[src/rtl/clock_button_ctrl_pkg.sv]
// Shared definitions for the clock user-interface path: field codes used by
// Display and the time/date counters, FSM state encoding, key indices and a
// counter-width helper.
package clock_ui_pkg;

   // Selected field code, shared with Display and the counters
   typedef logic [1:0] field_t;

   localparam field_t FIELD_LO  = 2'b00;   // ss / yyyy
   localparam field_t FIELD_MID = 2'b01;   // mm / mo
   localparam field_t FIELD_HI  = 2'b10;   // hh / dd

   // View/adjust FSM states
   typedef enum logic {
      ST_IDLE   = 1'b0,
      ST_ADJUST = 1'b1
   } ui_state_t;

   // Key positions inside the packed key vectors of the top level
   localparam int NUM_KEYS = 5;
   localparam int KEY_VIEW = 0;
   localparam int KEY_ADJ  = 1;
   localparam int KEY_SEL  = 2;
   localparam int KEY_UP   = 3;
   localparam int KEY_DN   = 4;

   // Field rotation LO -> MID -> HI -> LO; the unused code 11 also falls back to LO
   function automatic field_t next_field(input field_t f);
      case (f)
         FIELD_LO:  next_field = FIELD_MID;
         FIELD_MID: next_field = FIELD_HI;
         default:   next_field = FIELD_LO;
      endcase
   endfunction

   // Bits needed to hold 0..n-1, never less than one bit
   function automatic int cnt_width(input int n);
      cnt_width = (n < 2) ? 1 : $clog2(n);
   endfunction

endpackage

[src/rtl/clock_button_ctrl_if.sv]
// Key and display-control bundle of the clock button controller.
// master: the side that owns the keys and consumes the display controls.
// slave:  the button controller itself.
interface clock_button_ctrl_if;
   import clock_ui_pkg::*;

   // Raw active-low push-buttons
   logic   btn_view_n;
   logic   btn_adj_n;
   logic   btn_sel_n;
   logic   btn_up_n;
   logic   btn_dn_n;

   // Display controls and counter strobes
   logic   smh_dmy;
   logic   dem_chinh;
   field_t blink_led;
   logic   inc_pulse;
   logic   dec_pulse;

   modport master (
      output btn_view_n, btn_adj_n, btn_sel_n, btn_up_n, btn_dn_n,
      input  smh_dmy, dem_chinh, blink_led, inc_pulse, dec_pulse
   );

   modport slave (
      input  btn_view_n, btn_adj_n, btn_sel_n, btn_up_n, btn_dn_n,
      output smh_dmy, dem_chinh, blink_led, inc_pulse, dec_pulse
   );

endinterface

[src/rtl/clock_button_ctrl_key_debounce.sv]
// key_debounce: one raw active-low key -> 2-FF synchronizer -> stability
// counter -> debounced level plus a registered one-cycle press event.
// o_level keeps the key polarity (1 = released, 0 = pressed).
module key_debounce
   import clock_ui_pkg::*;
#(
   parameter int DEBOUNCE_CYCLES = 1_000_000
) (
   input  logic clk,
   input  logic rst_n,
   input  logic i_key_n,
   output logic o_level,
   output logic o_press
);

   localparam int            CW       = cnt_width(DEBOUNCE_CYCLES);
   localparam logic [CW-1:0] CNT_LAST = CW'(DEBOUNCE_CYCLES - 1);
   localparam logic [CW-1:0] CNT_ONE  = CW'(1);

   logic          r_sync1;
   logic          r_sync2;
   logic          r_level;
   logic          r_level_d;
   logic          r_press;
   logic [CW-1:0] r_cnt;

   // Bring the asynchronous key into the clock domain; idle level is released
   always_ff @(posedge clk or negedge rst_n) begin
      if (!rst_n) begin
         r_sync1 <= 1'b1;
         r_sync2 <= 1'b1;
      end else begin
         r_sync1 <= i_key_n;
         r_sync2 <= r_sync1;
      end
   end

   // Accept a new level only after it has differed for DEBOUNCE_CYCLES cycles
   always_ff @(posedge clk or negedge rst_n) begin
      if (!rst_n) begin
         r_cnt   <= '0;
         r_level <= 1'b1;
      end else if (r_sync2 == r_level) begin
         r_cnt <= '0;
      end else if (r_cnt == CNT_LAST) begin
         r_cnt   <= '0;
         r_level <= r_sync2;
      end else begin
         r_cnt <= r_cnt + CNT_ONE;
      end
   end

   // Press event: debounced level went 1 -> 0 on the previous edge
   always_ff @(posedge clk or negedge rst_n) begin
      if (!rst_n) begin
         r_level_d <= 1'b1;
         r_press   <= 1'b0;
      end else begin
         r_level_d <= r_level;
         r_press   <= r_level_d & ~r_level;
      end
   end

   assign o_level = r_level;
   assign o_press = r_press;

endmodule

[src/rtl/clock_button_ctrl.sv]
// clock_button_ctrl: debounces the five clock keys and runs the view/adjust
// FSM that drives the Display controls and the inc/dec strobes towards the
// time/date counters. Up/down keys auto-repeat while held in adjust mode and
// adjust mode exits by itself after a period with no key press.
module clock_button_ctrl
   import clock_ui_pkg::*;
#(
   parameter int DEBOUNCE_CYCLES = 1_000_000,
   parameter int REPEAT_DELAY    = 25_000_000,
   parameter int REPEAT_RATE     = 10_000_000,
   parameter int TIMEOUT_CYCLES  = 500_000_000
) (
   input logic                clk,
   input logic                rst_n,
   clock_button_ctrl_if.slave bus
);

   // The repeat counter serves both the initial delay and the repeat period
   localparam int RP_MAX = (REPEAT_DELAY > REPEAT_RATE) ? REPEAT_DELAY : REPEAT_RATE;
   localparam int RP_W   = cnt_width(RP_MAX);
   localparam int TO_W   = cnt_width(TIMEOUT_CYCLES);

   localparam logic [RP_W-1:0] RP_DELAY_LAST = RP_W'(REPEAT_DELAY - 1);
   localparam logic [RP_W-1:0] RP_RATE_LAST  = RP_W'(REPEAT_RATE - 1);
   localparam logic [RP_W-1:0] RP_ONE        = RP_W'(1);
   localparam logic [TO_W-1:0] TO_LAST       = TO_W'(TIMEOUT_CYCLES - 1);
   localparam logic [TO_W-1:0] TO_ONE        = TO_W'(1);

   // ---------------------------------------------------------------- keys
   logic [NUM_KEYS-1:0] w_key_raw_n;
   logic [NUM_KEYS-1:0] w_level_n;
   logic [NUM_KEYS-1:0] w_press;
   logic                w_unused_levels;

   assign w_key_raw_n = {bus.btn_dn_n, bus.btn_up_n, bus.btn_sel_n,
                         bus.btn_adj_n, bus.btn_view_n};

   genvar gi;
   generate
      for (gi = 0; gi < NUM_KEYS; gi++) begin : g_key
         key_debounce #(
            .DEBOUNCE_CYCLES (DEBOUNCE_CYCLES)
         ) u_key_debounce (
            .clk     (clk),
            .rst_n   (rst_n),
            .i_key_n (w_key_raw_n[gi]),
            .o_level (w_level_n[gi]),
            .o_press (w_press[gi])
         );
      end
   endgenerate

   // view/adj/sel act on press events only; their held levels are not needed
   assign w_unused_levels = &{1'b0, w_level_n[KEY_SEL:KEY_VIEW]};

   // ---------------------------------------------------------- state regs
   ui_state_t       r_state;
   ui_state_t       w_state_next;
   logic            r_smh_dmy;
   logic            w_smh_dmy_next;
   field_t          r_blink_led;
   field_t          w_blink_led_next;
   logic            r_inc_pulse;
   logic            w_inc_pulse_next;
   logic            r_dec_pulse;
   logic            w_dec_pulse_next;
   logic [RP_W-1:0] r_rep_cnt;
   logic [RP_W-1:0] w_rep_cnt_next;
   logic            r_rep_phase;      // 0: waiting initial delay, 1: repeating
   logic            w_rep_phase_next;
   logic [TO_W-1:0] r_to_cnt;
   logic [TO_W-1:0] w_to_cnt_next;

   logic            w_up_held;
   logic            w_dn_held;
   logic            w_one_held;       // exactly one of up/dn is held
   logic            w_updn_press;
   logic            w_any_press;
   logic            w_rep_tick;
   logic            w_timeout;
   logic            w_leave_adj;

   assign w_up_held    = ~w_level_n[KEY_UP];
   assign w_dn_held    = ~w_level_n[KEY_DN];
   assign w_one_held   = w_up_held ^ w_dn_held;
   assign w_updn_press = w_press[KEY_UP] | w_press[KEY_DN];
   assign w_any_press  = |w_press;

   // Repeat and timeout counters; both only run in ADJUST
   always_comb begin
      w_rep_cnt_next   = r_rep_cnt;
      w_rep_phase_next = r_rep_phase;
      w_rep_tick       = 1'b0;
      w_to_cnt_next    = r_to_cnt;
      w_timeout        = 1'b0;
      w_leave_adj      = 1'b0;

      if (r_state != ST_ADJUST) begin
         w_rep_cnt_next   = '0;
         w_rep_phase_next = 1'b0;
         w_to_cnt_next    = '0;
      end else begin
         // A fresh up/dn press restarts the delay; both or neither held stops it
         if (!w_one_held || w_updn_press) begin
            w_rep_cnt_next   = '0;
            w_rep_phase_next = 1'b0;
         end else if ((!r_rep_phase && (r_rep_cnt == RP_DELAY_LAST)) ||
                      ( r_rep_phase && (r_rep_cnt == RP_RATE_LAST))) begin
            w_rep_tick       = 1'b1;
            w_rep_cnt_next   = '0;
            w_rep_phase_next = 1'b1;
         end else begin
            w_rep_cnt_next = r_rep_cnt + RP_ONE;
         end

         if (w_any_press) begin
            w_to_cnt_next = '0;
         end else if (r_to_cnt == TO_LAST) begin
            w_timeout     = 1'b1;
            w_to_cnt_next = '0;
         end else begin
            w_to_cnt_next = r_to_cnt + TO_ONE;
         end

         // Any exit from ADJUST starts the next visit with clean counters
         w_leave_adj = w_press[KEY_ADJ] | w_timeout;
         if (w_leave_adj) begin
            w_rep_cnt_next   = '0;
            w_rep_phase_next = 1'b0;
            w_to_cnt_next    = '0;
         end
      end
   end

   // FSM next state and registered outputs; adj > view > sel > up/dn
   always_comb begin
      w_state_next     = r_state;
      w_smh_dmy_next   = r_smh_dmy;
      w_blink_led_next = r_blink_led;
      w_inc_pulse_next = 1'b0;
      w_dec_pulse_next = 1'b0;

      case (r_state)
         ST_IDLE: begin
            if (w_press[KEY_ADJ]) begin
               w_state_next     = ST_ADJUST;
               w_blink_led_next = FIELD_LO;
            end else if (w_press[KEY_VIEW]) begin
               w_smh_dmy_next = ~r_smh_dmy;
            end
         end
         ST_ADJUST: begin
            if (w_leave_adj) begin
               w_state_next     = ST_IDLE;
               w_blink_led_next = FIELD_LO;
            end else if (w_press[KEY_VIEW]) begin
               w_smh_dmy_next   = ~r_smh_dmy;
               w_blink_led_next = FIELD_LO;
            end else if (w_press[KEY_SEL]) begin
               w_blink_led_next = next_field(r_blink_led);
            end else if ((w_updn_press || w_rep_tick) && w_one_held) begin
               // A pressed key is already debounced-held, so the held
               // level tells which strobe to send; both held sends none
               w_inc_pulse_next = w_up_held;
               w_dec_pulse_next = w_dn_held;
            end
         end
         default: begin
            w_state_next     = ST_IDLE;
            w_blink_led_next = FIELD_LO;
         end
      endcase
   end

   // State and output registers
   always_ff @(posedge clk or negedge rst_n) begin
      if (!rst_n) begin
         r_state     <= ST_IDLE;
         r_smh_dmy   <= 1'b0;
         r_blink_led <= FIELD_LO;
         r_inc_pulse <= 1'b0;
         r_dec_pulse <= 1'b0;
         r_rep_cnt   <= '0;
         r_rep_phase <= 1'b0;
         r_to_cnt    <= '0;
      end else begin
         r_state     <= w_state_next;
         r_smh_dmy   <= w_smh_dmy_next;
         r_blink_led <= w_blink_led_next;
         r_inc_pulse <= w_inc_pulse_next;
         r_dec_pulse <= w_dec_pulse_next;
         r_rep_cnt   <= w_rep_cnt_next;
         r_rep_phase <= w_rep_phase_next;
         r_to_cnt    <= w_to_cnt_next;
      end
   end

   assign bus.smh_dmy   = r_smh_dmy;
   assign bus.dem_chinh = (r_state == ST_ADJUST);
   assign bus.blink_led = r_blink_led;
   assign bus.inc_pulse = r_inc_pulse;
   assign bus.dec_pulse = r_dec_pulse;

endmodule

[src/flat_wrapper.sv]
// flat-port wrapper written by rule: the top's interface ports become plain ports
module clock_button_ctrl_flat import clock_ui_pkg::*;
#(
   parameter int DEBOUNCE_CYCLES = 1_000_000,
   parameter int REPEAT_DELAY    = 25_000_000,
   parameter int REPEAT_RATE     = 10_000_000,
   parameter int TIMEOUT_CYCLES  = 500_000_000
)
  (clk, rst_n, bus_btn_view_n, bus_btn_adj_n, bus_btn_sel_n, bus_btn_up_n, bus_btn_dn_n, bus_smh_dmy, bus_dem_chinh, bus_blink_led, bus_inc_pulse, bus_dec_pulse);
  clock_button_ctrl_if bus_i ();
  input logic clk;
  input logic rst_n;
  input wire logic [$bits(bus_i.btn_view_n)-1:0] bus_btn_view_n;
  input wire logic [$bits(bus_i.btn_adj_n)-1:0] bus_btn_adj_n;
  input wire logic [$bits(bus_i.btn_sel_n)-1:0] bus_btn_sel_n;
  input wire logic [$bits(bus_i.btn_up_n)-1:0] bus_btn_up_n;
  input wire logic [$bits(bus_i.btn_dn_n)-1:0] bus_btn_dn_n;
  output wire logic [$bits(bus_i.smh_dmy)-1:0] bus_smh_dmy;
  output wire logic [$bits(bus_i.dem_chinh)-1:0] bus_dem_chinh;
  output wire logic [$bits(bus_i.blink_led)-1:0] bus_blink_led;
  output wire logic [$bits(bus_i.inc_pulse)-1:0] bus_inc_pulse;
  output wire logic [$bits(bus_i.dec_pulse)-1:0] bus_dec_pulse;
  assign bus_i.btn_view_n = bus_btn_view_n;
  assign bus_i.btn_adj_n = bus_btn_adj_n;
  assign bus_i.btn_sel_n = bus_btn_sel_n;
  assign bus_i.btn_up_n = bus_btn_up_n;
  assign bus_i.btn_dn_n = bus_btn_dn_n;
  assign bus_smh_dmy = bus_i.smh_dmy;
  assign bus_dem_chinh = bus_i.dem_chinh;
  assign bus_blink_led = bus_i.blink_led;
  assign bus_inc_pulse = bus_i.inc_pulse;
  assign bus_dec_pulse = bus_i.dec_pulse;
  clock_button_ctrl #(.DEBOUNCE_CYCLES(DEBOUNCE_CYCLES), .REPEAT_DELAY(REPEAT_DELAY), .REPEAT_RATE(REPEAT_RATE), .TIMEOUT_CYCLES(TIMEOUT_CYCLES)) u_core (.clk(clk), .rst_n(rst_n), .bus(bus_i));
endmodule
[config.mk]
export PLATFORM = sky130hd
export DESIGN_NAME = clock_button_ctrl_flat
export DESIGN_NICKNAME = d
export VERILOG_FILES = /design/src/rtl/clock_button_ctrl_pkg.sv /design/src/rtl/clock_button_ctrl_if.sv /design/src/rtl/clock_button_ctrl_key_debounce.sv /design/src/rtl/clock_button_ctrl.sv /design/src/flat_wrapper.sv
export SDC_FILE = /design/constraint.sdc
export NUM_CORES = 1
export LEC_CHECK = 0
export CORE_MARGIN = 10
export CORE_UTILIZATION = 35
export CTS_BUF_LIST = sky130_fd_sc_hd__clkbuf_4 sky130_fd_sc_hd__clkbuf_8
export DETAILED_ROUTE_END_ITERATION = 8
export GPL_TIMING_DRIVEN = 0
export RECOVER_POWER = 50
export SLEW_MARGIN = 0
export SYNTH_ARGS = -nofsm -noshare
export SYNTH_HDL_FRONTEND = slang
export SYNTH_SLANG_ARGS = --single-unit
[constraint.sdc]
create_clock -name clk -period 3.9 [get_ports clk]
set_input_delay 0.39 -clock clk [delete_from_list [all_inputs] [get_ports clk]]
set_output_delay 0.39 -clock clk [all_outputs]
set_load 0.005 [all_outputs]
==> results.cfg <==
[outcome]
outcome = finished with violations
violations = max-capacitance violations, max-slew violations

[synthesis]
synth.largest_area_cell = dfrtp_1
synth_ff_type = dfrtp_1
synth-seq-area-share_pct = 53.7
synth_warnings = 0
synthArstFlopShare_pct = 100
syn_area_sq_um = 8710
synth_area_leaders = dfrtp_1 48%, xor2_1 7.7%, nor2_1 7.0%, xnor2_1 6.8%, dfstp_2 6.0%
syn_inst = 858
synthDistinctLibCells = 42
synth_top_area_share_pct = 47.7
syn-num-nets = 872
avgSynthCellArea_sq_um = 10.1
ys_ff_latch = 186
synth_edf_count = 0

[floorplanning]
die_h_um = 178
start_util_pct = 35.7
core-area_sq_um = 24400
die_area_sq_um = 31600
num_io_pins = 13
fp-row-count = 57
die_w_um = 178

[critical_path]
cp-end-kind = async pin
crit_fanout = 94
r2r_start = u_core.g_key[3].u_key_debounce.r_cnt[0]$_DFF_PN0_
cp_top_family = buffers and inverters
cp_slowest_cell = clkbuf_2
cp.arrival_ps = 3110
rrSetupSlack_ps = 1570
slowest_delay_ps = 1660
path_cells = dlygate4sd3_1, clkbuf_2, buf_16
rr_worst_depth = 8
crit_required_ps = 4460
worst-path-buf-inv = 3
worst-setup-path-type = input port to async pin
r2r-end = u_core.g_key[3].u_key_debounce.r_cnt[17]$_DFF_PN0_
cp-start-kind = input port

[worst_hold_path]
hp-class = flop to flop
hold_depth = 0
hold_start = u_core.g_key[0].u_key_debounce.r_sync1$_DFF_PN1_
hold_path_end = u_core.g_key[0].u_key_debounce.r_sync2$_DFF_PN1_

[sta]
worstMarginPinSlew_ps = 2330
finalSetupViolations = 0
fin_crit_ps = 2550
max_freq_mhz = 392
fin_crit_sh_pct = 65.5
hold_viol_final = 0
fin_skew_ps = 16.6
final_max_slew_viol_count = 93
rsz0062_at_grt = false
relSlewSlack_pct = -55.7

[routing]
first_pass_iters = 4
wirelength_um = 15800
drc = 0
vias = 5922
via_per_inst = 4.82
ant_nets = 0
drt_iter0_drc = 450
routedWlPerCell_um = 12.9

[final_layout]
nets = 905
fillers = 2424
num_antenna_cells = 0
area_growth_pct = 11.4
fin_area_sq_um = 9700
seqCellArea_sq_um = 4680
fin_util_pct = 39.8
multiInputGateArea_sq_um = 3850
layout-drive-gt1-share_pct = 8.41

[placement]
routabilityCongestion = 0.830
dp_hpwl_um = 10600
place_area_sq_um = 9270
port-buffer-count = 12

[clock_tree]
clk_pin_slew_ps = 90
cts_buffer_depth = 2
numCtsBuffers = 17
cts_setup_buffers = 0
cts_tree = done
clk_latency_ps = 460
cts.sinks = 186
h-tree-depth = 4
cts_root_buf = clkbuf_8

[global_route]
grt_pass1_wl_um = 28600
grt-ovfl-total = 0
grtUsageTotal_pct = 10.7
grt_pass1_vias = 5890
grt_max_degree = 95
antenna_found_initial = 0

[pwr]
ir_drop_mv = 0.226
p_leak_nw = 3.90
powerDensity_nw_per_um2 = 356

[flow_run]
maxCapViolCount = 1
metal layers:
metal	vias to the layer above	routed length, um	GRT usage [%]
met1	2896	8330	14.9
met3	9	394	2.55
met4	0	149	3.27
li1	2979	-	-
met2	38	6930	16.3
met5	-	0	0
power by group:
group / internal, mW / switching, mW / leakage, nW
clock network: 0.712 / 0.684 / 0.225
registers: 1.95 / 0.0155 / 2.52
logic: 0.0255 / 0.0660 / 1.16
total: 2.69 / 0.765 / 3.90
sequential cells by signal, indices dropped and copies added (netlist names), 2 cells and up:
name and cells:
u_core.r_to_cnt 29, u_core.bus.blink_led 2, u_core.g_key.u_key_debounce.o_level 5, u_core.g_key.u_key_debounce.r_cnt 100
u_core.g_key.u_key_debounce.r_sync1 5, u_core.g_key.u_key_debounce.o_press 5, u_core.g_key.u_key_debounce.r_level_d 5, u_core.r_rep_cnt 25
u_core.g_key.u_key_debounce.r_sync2 5
cells by family after synthesis:
group,synth area share [%]
DFF,53.7
AOI/OAI and AO/OA,0.920
adders and majority gates,1.01
and+or+nand+nor,27.0
muxes,0.762
buffers and inverters,2.03
xor gates and xnor gates,14.6
layout make-up:
class	count	share of cell area, %
multi-input combinational	634	39.7
timing repair buffer	14	1.57
inverter	18	0.697
buffer	20	1.12
clock buffer	23	3.07
tap	324	4.18
sequential	186	48.3
clock inverter	9	1.39
worst max-delay path by stage:
stage                                                 startpoint                                            endpoint  slack (ps)  depth (start not counted)
3_3_place_gp                                               rst_n  u_core.g_key[2].u_key_debounce.r_cnt[15]$_DFF_PN0_       -5420                          1
3_5_place_dp   u_core.g_key[3].u_key_debounce.r_cnt[0]$_DFF_PN0_  u_core.g_key[3].u_key_debounce.r_cnt[17]$_DFF_PN0_        1550                          8
2_1_floorplan  u_core.g_key[0].u_key_debounce.r_cnt[0]$_DFF_PN0_  u_core.g_key[0].u_key_debounce.r_cnt[11]$_DFF_PN0_        1940                          8
6_report                                                   rst_n    u_core.g_key[2].u_key_debounce.r_sync1$_DFF_PN1_        1350                          3
4_1_cts        u_core.g_key[3].u_key_debounce.r_cnt[0]$_DFF_PN0_  u_core.g_key[3].u_key_debounce.r_cnt[17]$_DFF_PN0_        1550                          8
5_1_grt                                                    rst_n                       u_core.r_rep_cnt[3]$_DFF_PN0_         840                          2
cell usage in the layout (no fill, tap or decap), types with 2 or more instances in the layout:
master,instances
and4_1,14
clkbuf_1,7
nand2_1,52
nor4_1,17
xor2_1,77
or3_1,2
clkinv_4,2
and2_1,7
xnor2_1,68
nor2_1,162
nand3b_1,3
nand4_1,32
nor4b_1,10
buf_6,3
nor3_1,48
nor4bb_1,3
dfrtp_1,166
dlygate4sd3_1,6
inv_1,18
bufinv_16,3
mux2_2,5
dfstp_2,14
nand3_1,63
or4_1,2
clkinv_2,2
clkbuf_8,20
inv_6,2
and3_1,22
clkbuf_4,3
clkdlybuf4s50_1,6
o21ai_0,2
dfstp_1,6
nor2b_1,8
buf_2,9
or2_2,5
or4_4,2
a21o_1,2
nand2b_1,9
ha_1,7
nand4b_1,2
what timing repair did:
item | CTS | global route
hold buffers | 1 | 0
gates resized for setup | 0 | 0
hold endpoints to repair | 88 | 0
Yosys cell counts, drive strengths merged, types with 10 or more instances:
cell type / n
nor3: 48
dfstp: 20
nand4: 33
xor2: 77
xnor2: 68
and4: 14
nand3: 63
inv: 18
buf: 13
and3: 22
dfrtp: 166
nor4b: 10
nor4: 18
nor2: 162
nand2: 52
worst register-to-register path: cells and delay by family, from the launching register on:
kind | cells | cell delay (ps)
adder cells (fa/ha/maj) | 1 | 220
flip-flops | 1 | 390
AND/OR/NAND/NOR | 5 | 1170
buffers and inverters | 2 | 460
through the flow:
step	std cells	power [mW]	worst slack (ps)	hold slack [ps]	setup TNS (ps)
floorplan	858	2.04	1940	94.4	0
global placement	1194	2.10	-5420	346	-955720
detailed placement	1195	2.10	1550	347	0
CTS	1228	3.51	1550	289	0
global route	1228	3.61	837	364	0
finish	1228	3.45	1350	360	0
No activity file was read; power rests on OpenSTA's default activity.
